[config.mk]
export PLATFORM = sky130hd
export DESIGN_NAME = mac_sched
export DESIGN_NICKNAME = d
export VERILOG_FILES = /design/src/rtl/mac_sched_pkg.sv /design/src/rtl/mac_sched_acc.sv /design/src/rtl/mac_sched.sv
export SDC_FILE = /design/constraint.sdc
export NUM_CORES = 1
export LEC_CHECK = 0
export ABC_AREA = 1
export CORE_MARGIN = 2
export CORE_UTILIZATION = 45
export DETAILED_ROUTE_END_ITERATION = 8
export PLACE_DENSITY = 0.67
export SYNTH_ARGS = -nofsm -noshare
export SYNTH_HDL_FRONTEND = slang
export SYNTH_SLANG_ARGS = --single-unit
[constraint.sdc]
create_clock -name clk -period 12.05 [get_ports clk]
set_input_delay 2.41 -clock clk [delete_from_list [all_inputs] [get_ports clk]]
set_output_delay 2.41 -clock clk [all_outputs]
set_load 0.02 [all_outputs]
[src/rtl/mac_sched_pkg.sv]
// Shared widths and FSM state encoding for the mac_sched burst MAC scheduler.
// The ABORT state exists only when MAC_SCHED_WDOG_EN is defined.
package mac_sched_pkg;
  localparam int OP_W    = 4;
  localparam int ACC_W   = 11;
  localparam int LEN_MAX = 8;
  localparam int CNT_W   = $clog2(LEN_MAX + 1);

`ifdef MAC_SCHED_WDOG_EN
  typedef enum logic [1:0] {IDLE, RUN, DONE, ABORT} state_t;
`else
  typedef enum logic [1:0] {IDLE, RUN, DONE} state_t;
`endif
endpackage

[src/rtl/mac_sched_acc.sv]
// Signed 4x4 multiply-accumulate datapath; acc_nxt is the value acc takes on load/accum.
// Latency: acc updates on the accepting edge; no backpressure of its own.
module mac_sched_acc
  import mac_sched_pkg::*;
(
  input  logic             clk,
  input  logic             reset,
  input  logic [OP_W-1:0]  a,
  input  logic [OP_W-1:0]  b,
  input  logic             load,
  input  logic             accum,
  input  logic             clear,
  output logic [ACC_W-1:0] acc_nxt
);
  logic signed [2*OP_W-1:0] prod;
  logic [ACC_W-1:0]         prod_ext;
  logic [ACC_W-1:0]         acc;

  assign prod     = $signed(a) * $signed(b);
  assign prod_ext = {{(ACC_W - 2*OP_W){prod[2*OP_W-1]}}, prod};
  assign acc_nxt  = load ? prod_ext : acc + prod_ext;

  always_ff @(posedge clk) begin
    if (reset || clear) begin
      acc <= '0;
    end else if (load || accum) begin
      acc <= acc_nxt;
    end
  end
endmodule

[src/rtl/mac_sched.sv]
// Two-requester round-robin burst MAC: result 1 cycle after the LEN-th accept, held until out_ready.
// Optional stall watchdog (MAC_SCHED_WDOG_EN) aborts a stuck burst with a one-cycle err pulse.
module mac_sched
  import mac_sched_pkg::*;
#(
  parameter int LEN      = 8,
  parameter int WDOG_CYC = 15
) (
  input  logic             clk,
  input  logic             reset,
  input  logic [OP_W-1:0]  in_a0,
  input  logic [OP_W-1:0]  in_b0,
  input  logic             in_valid0,
  output logic             in_ready0,
  input  logic [OP_W-1:0]  in_a1,
  input  logic [OP_W-1:0]  in_b1,
  input  logic             in_valid1,
  output logic             in_ready1,
  output logic [ACC_W-1:0] mac_out,
  output logic             out_src,
  output logic             out_valid,
  input  logic             out_ready,
  output logic             err
);
  state_t           state;
  logic             grant;
  logic             rr_ptr;
  logic [CNT_W-1:0] beat_cnt;
  logic             accept;
  logic             first_beat;
  logic             last_beat;
  logic             acc_clear;
  logic [ACC_W-1:0] acc_nxt;

  assign in_ready0  = (state == RUN) && !grant;
  assign in_ready1  = (state == RUN) && grant;
  assign accept     = grant ? (in_valid1 && in_ready1) : (in_valid0 && in_ready0);
  assign first_beat = (beat_cnt == '0);
  assign last_beat  = (beat_cnt == CNT_W'(LEN - 1));

`ifdef MAC_SCHED_WDOG_EN
  localparam int SW = $clog2(WDOG_CYC + 1);
  logic [SW-1:0] stall_cnt;
  logic          stall_hit;

  assign stall_hit = (state == RUN) && !accept && (stall_cnt == SW'(WDOG_CYC - 1));
  assign acc_clear = stall_hit;
`else
  logic unused_wdog;

  assign unused_wdog = (WDOG_CYC == 0);
  assign acc_clear   = 1'b0;
  assign err         = 1'b0;
`endif

  mac_sched_acc u_acc (
    .clk     (clk),
    .reset   (reset),
    .a       (grant ? in_a1 : in_a0),
    .b       (grant ? in_b1 : in_b0),
    .load    (accept && first_beat),
    .accum   (accept && !first_beat),
    .clear   (acc_clear),
    .acc_nxt (acc_nxt)
  );

  always_ff @(posedge clk) begin
    if (reset) begin
      state     <= IDLE;
      grant     <= 1'b0;
      rr_ptr    <= 1'b0;
      beat_cnt  <= '0;
      mac_out   <= '0;
      out_src   <= 1'b0;
      out_valid <= 1'b0;
`ifdef MAC_SCHED_WDOG_EN
      stall_cnt <= '0;
      err       <= 1'b0;
`endif
    end else begin
`ifdef MAC_SCHED_WDOG_EN
      err <= stall_hit;
`endif
      case (state)
        IDLE: begin
          if (in_valid0 || in_valid1) begin
            grant    <= (in_valid0 && in_valid1) ? rr_ptr : in_valid1;
            beat_cnt <= '0;
            state    <= RUN;
`ifdef MAC_SCHED_WDOG_EN
            stall_cnt <= '0;
`endif
          end
        end
        RUN: begin
          if (accept) begin
            beat_cnt <= beat_cnt + 1'b1;
            if (last_beat) begin
              mac_out   <= acc_nxt;
              out_src   <= grant;
              out_valid <= 1'b1;
              state     <= DONE;
            end
          end
`ifdef MAC_SCHED_WDOG_EN
          else if (stall_hit) begin
            state <= ABORT;
          end
          stall_cnt <= accept ? '0 : stall_cnt + 1'b1;
`endif
        end
        DONE: begin
          // The finished requester yields priority to the other one.
          if (out_ready) begin
            out_valid <= 1'b0;
            rr_ptr    <= ~grant;
            state     <= IDLE;
          end
        end
`ifdef MAC_SCHED_WDOG_EN
        ABORT: begin
          rr_ptr <= ~grant;
          state  <= IDLE;
        end
`endif
        default: state <= IDLE;
      endcase
    end
  end
endmodule

# ---- Word level (Yosys, flattened, before mapping)
# Index checks and enable logic that the tools add are counted.
# W data, S select, Z words.
dict set report op_classes {
  n_eq_ne 7
  mux 17
  multipliers 1
  n_addsub 2
  n_bitwise 1
  reduce_logical 21
}
# operator count
set op_table {}
lappend op_table {{$mux W4} 4}
lappend op_table {{$add A11 B11 Y11} 1}
lappend op_table {{$mux W11} 1}
lappend op_table {{$mul A4 B4 Y8} 1}
lappend op_table {{$mux W2} 4}
lappend op_table {{$ne A2 B2 Y1 const B} 4}
lappend op_table {{$pmux W4 S2} 1}
lappend op_table {{$reduce_and A4 Y1} 2}
lappend op_table {{$logic_and A1 B1 Y1} 7}
lappend op_table {{$pmux W2 S3} 1}
lappend op_table {{$reduce_and A3 Y1} 2}
lappend op_table {{$mux W1} 5}
lappend op_table {{$add A4 B1 Y4 const B} 1}
lappend op_table {{$eq A4 B3 Y1 const B} 1}
lappend op_table {{$logic_not A4 Y1} 1}
lappend op_table {{$reduce_and A2 Y1} 2}
lappend op_table {{$reduce_bool A2 Y1} 2}
lappend op_table {{$eq A2 B1 Y1 const B} 1}
lappend op_table {{$eq A2 B2 Y1 const B} 1}
lappend op_table {{$logic_not A1 Y1} 2}
lappend op_table {{$logic_not A2 Y1} 1}
lappend op_table {{$logic_or A1 B1 Y1} 2}
lappend op_table {{$pmux W1 S2} 1}
lappend op_table {{$not A1 Y1} 1}
dict set report word_totals {
  wordCells 57
  inputBits 21
  register_bits 32
  output_inout_bits 16
}

# ---- Longest topological paths before layout
# Gate-level depths: netlist of the first run.
dict set report depth {
  depth_word 6
  ltp_mapped 31
  mapped_depth_nobuf 31
}

# ---- Modules after synthesis
# From an unflattened synthesis of the first run, not the netlist that was laid out.
dict set report hier_totals {
  hier_cells 416
  area_unflattened_um2 2746.4
}
# mod area_each_um2 cells_per_inst instances seq_area_each_um2
set by_module_without_submodules {}
lappend by_module_without_submodules {mac_sched_acc 1675.4 258 1 220.2}
lappend by_module_without_submodules {mac_sched 1071.0 158 1 420.4}

# ---- Worst setup path after synthesis of the first run
# OpenSTA, ideal clock, no wires.
dict set report synth_timing {
  path_kind {input to register}
  start {input port in_b1[3]}
  end {register mac_out[10]}
  setup_time_ps 109
  setup_slack_ps 5324
  stages 30
  path_buffers 0
  arrival_ps 6617
  required_time_ps 11941
  path_cell_list {or2_2 > o21ai_0 > inv_1 > nand2_1 > fa_1 > fa_1 > inv_1 > fa_1 > ha_1 > fa_1 > inv_1 > nor2_1 > nor2_1 > inv_1 > nand2_1 > nand2_1 > nand2_2 > nand2_4 > ha_1 > nand2_1 > nor2_1 > nand3_1 > nand3_1 > nand2_1 > inv_1 > nor2_1 > nand2_1 > nand3_1 > nand2_1 > inv_1}
}
dict set report synth_via {
  elab_chain_len 4
}
# item line_no
set synth_lines {}
lappend synth_lines {{start: declaration} mac_sched.sv:16} ;# input logic [OP_W-1:0] in_b1,
lappend synth_lines {{$mux W4 (*)} mac_sched.sv:60} ;# .b (grant ? in_b1 : in_b0),
lappend synth_lines {{$mul A4 B4 Y8 (*)} mac_sched_acc.sv:19} ;# assign prod = $signed(a) * $signed(b);
lappend synth_lines {{$add A11 B11 Y11} mac_sched_acc.sv:21} ;# assign acc_nxt = load ? prod_ext : acc + prod_ext;
lappend synth_lines {{$mux W11 (*)} mac_sched_acc.sv:21}
lappend synth_lines {{end signal: assignment} mac_sched.sv:99} ;# mac_out <= acc_nxt;
lappend synth_lines {{end: declaration} mac_sched.sv:19} ;# output logic [ACC_W-1:0] mac_out,
# Mark *: on every way between the ends. The rest lies on a longest branch, timed or not.
# A chain may end at the register's enable or synchronous reset.

# ---- Final worst setup path of the first run
# Same ends and word-level chain as after synthesis.

==> impl_metrics.toml, run 1 <==
[status]
outcome = "complete, no violations"

[die]
core_area_mm2 = 0.00589
die_height_um = 81.9
die_area_mm2 = 0.00671
num_io_pins = 37
rows = 28
start_util = 0.464
die_x_um = 81.9

[synth]
yosysUniqueCellTypes = 33
yosysTopAreaCellShare = 0.234
yosys_register_bits = 32
yosys-top-cells-area = "dfxtp_1 23%, nand2_1 14%, ha_1 11%"
yosysWarnings = 0
synthCells = 407
netlist_area_mm2 = 0.00273
synth_ff_type = "dfxtp_1"
syn_area_per_cell_um2 = 6.71
synth_largest_area_cell = "dfxtp_1"
synthArstFlopShare = 0
ys_seq_area_frac = 0.234
synth_edf_count = 0
syn_nets = 463

[worst_setup_path]
worstPathRequired_ps = 12230
r2r_end = "mac_out[10]$_SDFFE_PP0P_"
regToRegStartpoint = "grant$_SDFFE_PP0P_"
crit_type = "in -> reg"
r2r_slack_ps = 6500
cp-start-kind = "primary input"
cp_max_fo = 7
r2r_cells = 27
arrival_ps = 7420
end_kind = "flip-flop"

[global_route]
gr-usage-all-layers = 0.192
grt_pass1_wl_um = 10000
gr-total-overflow = 0
grt_antenna_before_repair = 0
grt_max_degree = 17
grt_pass1_vias = 2235

[placed_design]
portBuffers = 35
dp_hpwl_um = 4920
place_congestion = 0.912

[clock_tree]
numClockSinks = 32
cts_setup_buffers = 0
cts_buffers = 5
cts_tree = "built"
clk-insertion-delay-late_ps = 280
hold_buffers = 0
path_clk_slew_ps = 70
ctsResizeCount = 0
htreeDepth = 2
clockRootBuffer = "clkbuf_8"
clk_path_buf_depth = 2

[routing]
wirelength_um = 6060
antenna_left = 0
drc_errors = 0
vias = 2481
drt-vias-per-instance = 4.81
dr.pass1.iters = 5
drtIter0Drc = 132
wire_per_inst_um = 11.7

[pwr]
p_per_area_mw_per_mm2 = 137
ir_drop_v = 0.0000580
leakage_nw = 1.67

[sta]
fmax_mhz = 138
hold_viol_final = 0
whs_ps = 464
drv_slew = 0
tns_ps = 0
setup_viol = 0
finalCritPeriodShare = 0.601
rsz0062_at_grt = "false"
skew_ps = 7.68
period_needed_ps = 7240

[min_path]
hold_class = "reg -> reg"
hp-start = "rr_ptr$_SDFFE_PP0P_"
hold_path_depth = 2
whs_endpoint = "rr_ptr$_SDFFE_PP0P_"

[finish]
regArea_um2 = 641
multi_input_area_mm2 = 0.00178
layout-drive-gt1-share = 0.0816
fin_nets = 497
syn_to_final_growth_pct = 17.3
diodes = 0
nFillCells = 569

[flow_run]
drv_cap = 0
==> Yosys cell counts, types with 2 or more instances <==
library cell and n:
fa_1 10, nand2_1 103, inv_2 4, nand2_2 9
nand3b_1 3, xor2_1 4, o21bai_1 6, dfxtp_1 32
o21ai_0 16, nand3_2 2, nor3_1 5, clkbuf_1 3
inv_1 63, buf_2 3, nor2_1 45, nand4_1 2
a21oi_2 4, or2_2 5, ha_1 25, buf_6 2
a21oi_1 17, o21ai_1 5, o22ai_1 2, nand3_1 26
mux2i_1 3
==> cells by family (layout without fill, tap and decap cells) <==
kind of cell,count (synthesis),after routing,synth area share
AOI/OAI and AO/OA,51,51,0.107
xor gates and xnor gates,5,5,0.0160
adders and majority gates,35,35,0.188
buffers and inverters,76,110,0.113
DFF,32,32,0.234
muxes,3,3,0.0110
other,1,1,0.00137
and+or+nand+nor,204,204,0.330
==> stage by stage <==
step	worst slack (ps)	area [um^2]	instances	utilization	power, W
finish	4810	3210	516	0.545	0.000440
global route	4290	3210	516	0.545	0.000491
CTS	4770	3210	516	0.545	0.000445
detailed placement	4490	3130	509	0.531	0.000366
global placement	4570	3130	509	0.531	0.000363
floorplan	5320	2730	407	-	0.000313
==> worst max path at each step <==
| stage | startpoint | to | slack (ps) | cells after the start |
|---|---|---|---|---|
| after CTS | in_b1[3] | mac_out[10]$_SDFFE_PP0P_ | 4770 | 28 |
| after detailed placement | in_b1[3] | mac_out[10]$_SDFFE_PP0P_ | 4490 | 28 |
| after global placement | in_a1[1] | mac_out[10]$_SDFFE_PP0P_ | 4570 | 26 |
| after global routing | in_b1[3] | u_acc.acc[10]$_SDFFE_PP0P_ | 4290 | 30 |
| final | in_b1[3] | mac_out[10]$_SDFFE_PP0P_ | 4810 | 27 |
| after floorplan | in_b1[3] | mac_out[10]$_SDFFE_PP0P_ | 5320 | 30 |
==> routing by layer <==
metal,track usage,vias up,part of all wire
li1,-,1336,-
met4,0.0200,0,0.0028
met1,0.252,1087,0.48
met5,0,-,0
met3,0.0396,4,0.054
met2,0.334,54,0.46
==> registers in the layout, indices dropped and copies added (netlist names) <==
| register | cells |
|---|---|
| out_src | 1 |
| u_acc.acc | 11 |
| beat_cnt | 4 |
| out_valid | 1 |
| grant | 1 |
| mac_out | 11 |
| state | 2 |
| rr_ptr | 1 |
==> power breakdown <==
| group | total (W) | leakage [nW] | switching (W) | internal [W] |
|---|---|---|---|---|
| clock network | 0.0000769 | 0.0410 | 0.0000377 | 0.0000392 |
| logic | 0.000248 | 1.37 | 0.000155 | 0.0000933 |
| registers | 0.000115 | 0.260 | 0.00000419 | 0.000111 |
| total | 0.000440 | 1.67 | 0.000197 | 0.000244 |
==> area by class of cell <==
type	count	area share
clock buffers	6	0.0226
multi-input cells	299	0.557
inverters	67	0.0785
flip-flops and latches	32	0.200
repair buffers	36	0.112
clock inverters	1	0.00156
well taps	75	0.0293
==> cell usage in the layout, fill, tap and decap left out, drive strengths merged <==
cell / netlist / final
a21oi: 21 / 21
nor3: 5 / 5
clkbuf: 3 / 6
clkinv: 0 / 1
o21ai: 22 / 22
ha: 25 / 25
or2: 5 / 5
xor2: 4 / 4
nand3b: 3 / 3
dfxtp: 32 / 32
o21bai: 6 / 6
clkdlybuf4s50: 0 / 35
nand4: 2 / 2
nor2: 48 / 48
conb: 1 / 1
xnor2: 1 / 1
o22ai: 2 / 2
inv: 67 / 67
nand3: 28 / 28
buf: 6 / 1
fa: 10 / 10
nand2: 113 / 113
mux2i: 3 / 3
==> critical path: stages <==
cell	delay, ps
clkdlybuf4s50_1	390
or2_2	280
o21ai_0	170
inv_1	160
nand2_1	120
fa_1	420
fa_1	520
inv_1	60
fa_1	450
ha_1	240
fa_1	400
inv_1	70
nor2_1	40
nor2_1	110
nand3_1	100
nand3_1	140
nand2_4	90
ha_1	350
nand2_1	100
nor2_1	130
nand3_1	110
nand4_1	130
nand3_1	100
nand2_1	110
nand3_1	90
nand2_1	80
inv_1	30
Note: power is estimated with default switching activity, not from simulation.
==> inputs of run 2 (changes only) <==
==> constraint.sdc (replaced) <==
create_clock -name clk -period 7.6 [get_ports clk]
set_input_delay 1.52 -clock clk [delete_from_list [all_inputs] [get_ports clk]]
set_output_delay 1.52 -clock clk [all_outputs]
set_load 0.02 [all_outputs]
==> impl_metrics.toml, run 2 (synthesis results as in run 1) <==
[worst_setup_path]
crit_path_start = "in_b1[3]"
arrival_ps = 6580
r2r_slack_ps = 1990
cp_max_fo = 7
crit_type = "in -> reg"
regToRegStartpoint = "grant$_SDFFE_PP0P_"
cp-start-kind = "primary input"
end_kind = "flip-flop"
worstPathRequired_ps = 7790

[finish]
top_regs = "mac_out x11, u_acc.acc x11, beat_cnt x4"
layout-drive-gt1-share = 0.0816
nFillCells = 591
mostFrequentLayoutCells = "103 x nand2_1, 63 x inv_1, 45 x nor2_1, 35 x clkdlybuf4s50_1, 32 x dfxtp_1"
final_common_cell = "nand2_1"
diodes = 0
syn_to_final_growth_pct = 17.3
fin_nets = 497

[routing]
wire_per_inst_um = 11.6
drc_errors = 0
dr.pass1.iters = 4
drt-vias-per-instance = 4.79
vias = 2474
wirelength_um = 6000
antenna_left = 0
drtIter0Drc = 107

[global_route]
grt_pass1_wl_um = 9940
grt_antenna_before_repair = 0
gr-total-overflow = 0
grt_max_degree = 17
gr-usage-all-layers = 0.190
grt_pass1_vias = 2174

[die]
num_io_pins = 37
die_height_um = 81.9
start_util = 0.464
core_area_mm2 = 0.00589
die_x_um = 81.9
rows = 28
die_area_mm2 = 0.00671

[sta]
finalCritPeriodShare = 0.841
slew_headroom = 0.664
hold_viol_final = 0
tns_ps = 0
fmax_mhz = 156
worstMarginPinSlew_ps = 503
skew_ps = 7.11
period_needed_ps = 6390
setup_viol = 0
drv_slew = 0
rsz0062_at_grt = "false"

[clock_tree]
htreeDepth = 2
cts_tree = "built"
ctsResizeCount = 0
clk-insertion-delay-late_ps = 290
cts_buffers = 5
hold_buffers = 0
path_clk_slew_ps = 70
numClockSinks = 32
clk_path_buf_depth = 2
cts_setup_buffers = 0
clockRootBuffer = "clkbuf_8"

[pwr]
ir_drop_v = 0.0000948
p_per_area_mw_per_mm2 = 218
power.total_w = 0.000699
leakage_nw = 1.67

[placed_design]
place_congestion = 0.912
portBuffers = 35
dp_hpwl_um = 4840

[flow_run]
drv_cap = 0

[min_path]
hp-start = "rr_ptr$_SDFFE_PP0P_"
hold_class = "reg -> reg"

[status]
outcome = "complete, no violations"
## run 2: cell counts in the layout (fill, tap and decap cells not counted)
No cell type changed its count.
## run 2: area by class of cell
cell class                 instances  area [um^2]  area share
clock inverter                     1         5.00     0.00156
inverter                          67          251      0.0785
sequential                        32          641       0.200
timing repair buffer              36          358       0.112
clock buffer                       6         72.6      0.0226
multi-input combinational        299         1780       0.557
tap                               75         93.8      0.0293
## run 2: final timing paths
path,endpoint,cells past startpoint
min,rr_ptr$_SDFFE_PP0P_,2
min reg2reg,rr_ptr$_SDFFE_PP0P_,2
max,mac_out[10]$_SDFFE_PP0P_,27
max reg2reg,mac_out[10]$_SDFFE_PP0P_,27
## run 2: power by group
part | switching [W] | internal (W) | leakage, nW
clock | 0.0000622 | 0.0000622 | 0.0410
sequential | 0.00000673 | 0.000176 | 0.260
combinational | 0.000244 | 0.000148 | 1.37
total | 0.000313 | 0.000386 | 1.67
## run 2: per-stage QoR
stage / worst slack, ps / hold slack [ps] / std cells / area (um^2) / utilization
after detailed placement: 935 / 457 / 509 / 3130 / 0.531
after global routing: 676 / 481 / 516 / 3210 / 0.545
final: 1210 / 462 / 516 / 3210 / 0.545
after global placement: 1010 / 447 / 509 / 3130 / 0.531
after CTS: 1190 / 468 / 516 / 3210 / 0.545
after floorplan: 1760 / 429 / 407 / 2730 / -
## run 2: worst max-delay path, cell delays in order
cell,delay [ps]
clkdlybuf4s50_1,390
or2_2,280
o21ai_0,190
inv_1,160
nand2_1,120
fa_1,420
fa_1,520
inv_1,60
fa_1,460
ha_1,240
fa_1,400
inv_1,70
nor2_1,40
nor2_1,110
nand3_1,100
nand3_1,140
nand2_4,90
ha_1,350
nand2_1,100
nor2_1,140
nand3_1,120
nand4_1,140
nand3_1,100
nand2_1,110
nand3_1,100
nand2_1,80
inv_1,30
## run 2: per-layer routing
layer	share of wire	track usage	wire [um]
met2	0.45	0.320	2720
met1	0.48	0.253	2880
met3	0.058	0.0418	347
met5	0	0	0
met4	0.0070	0.0300	42
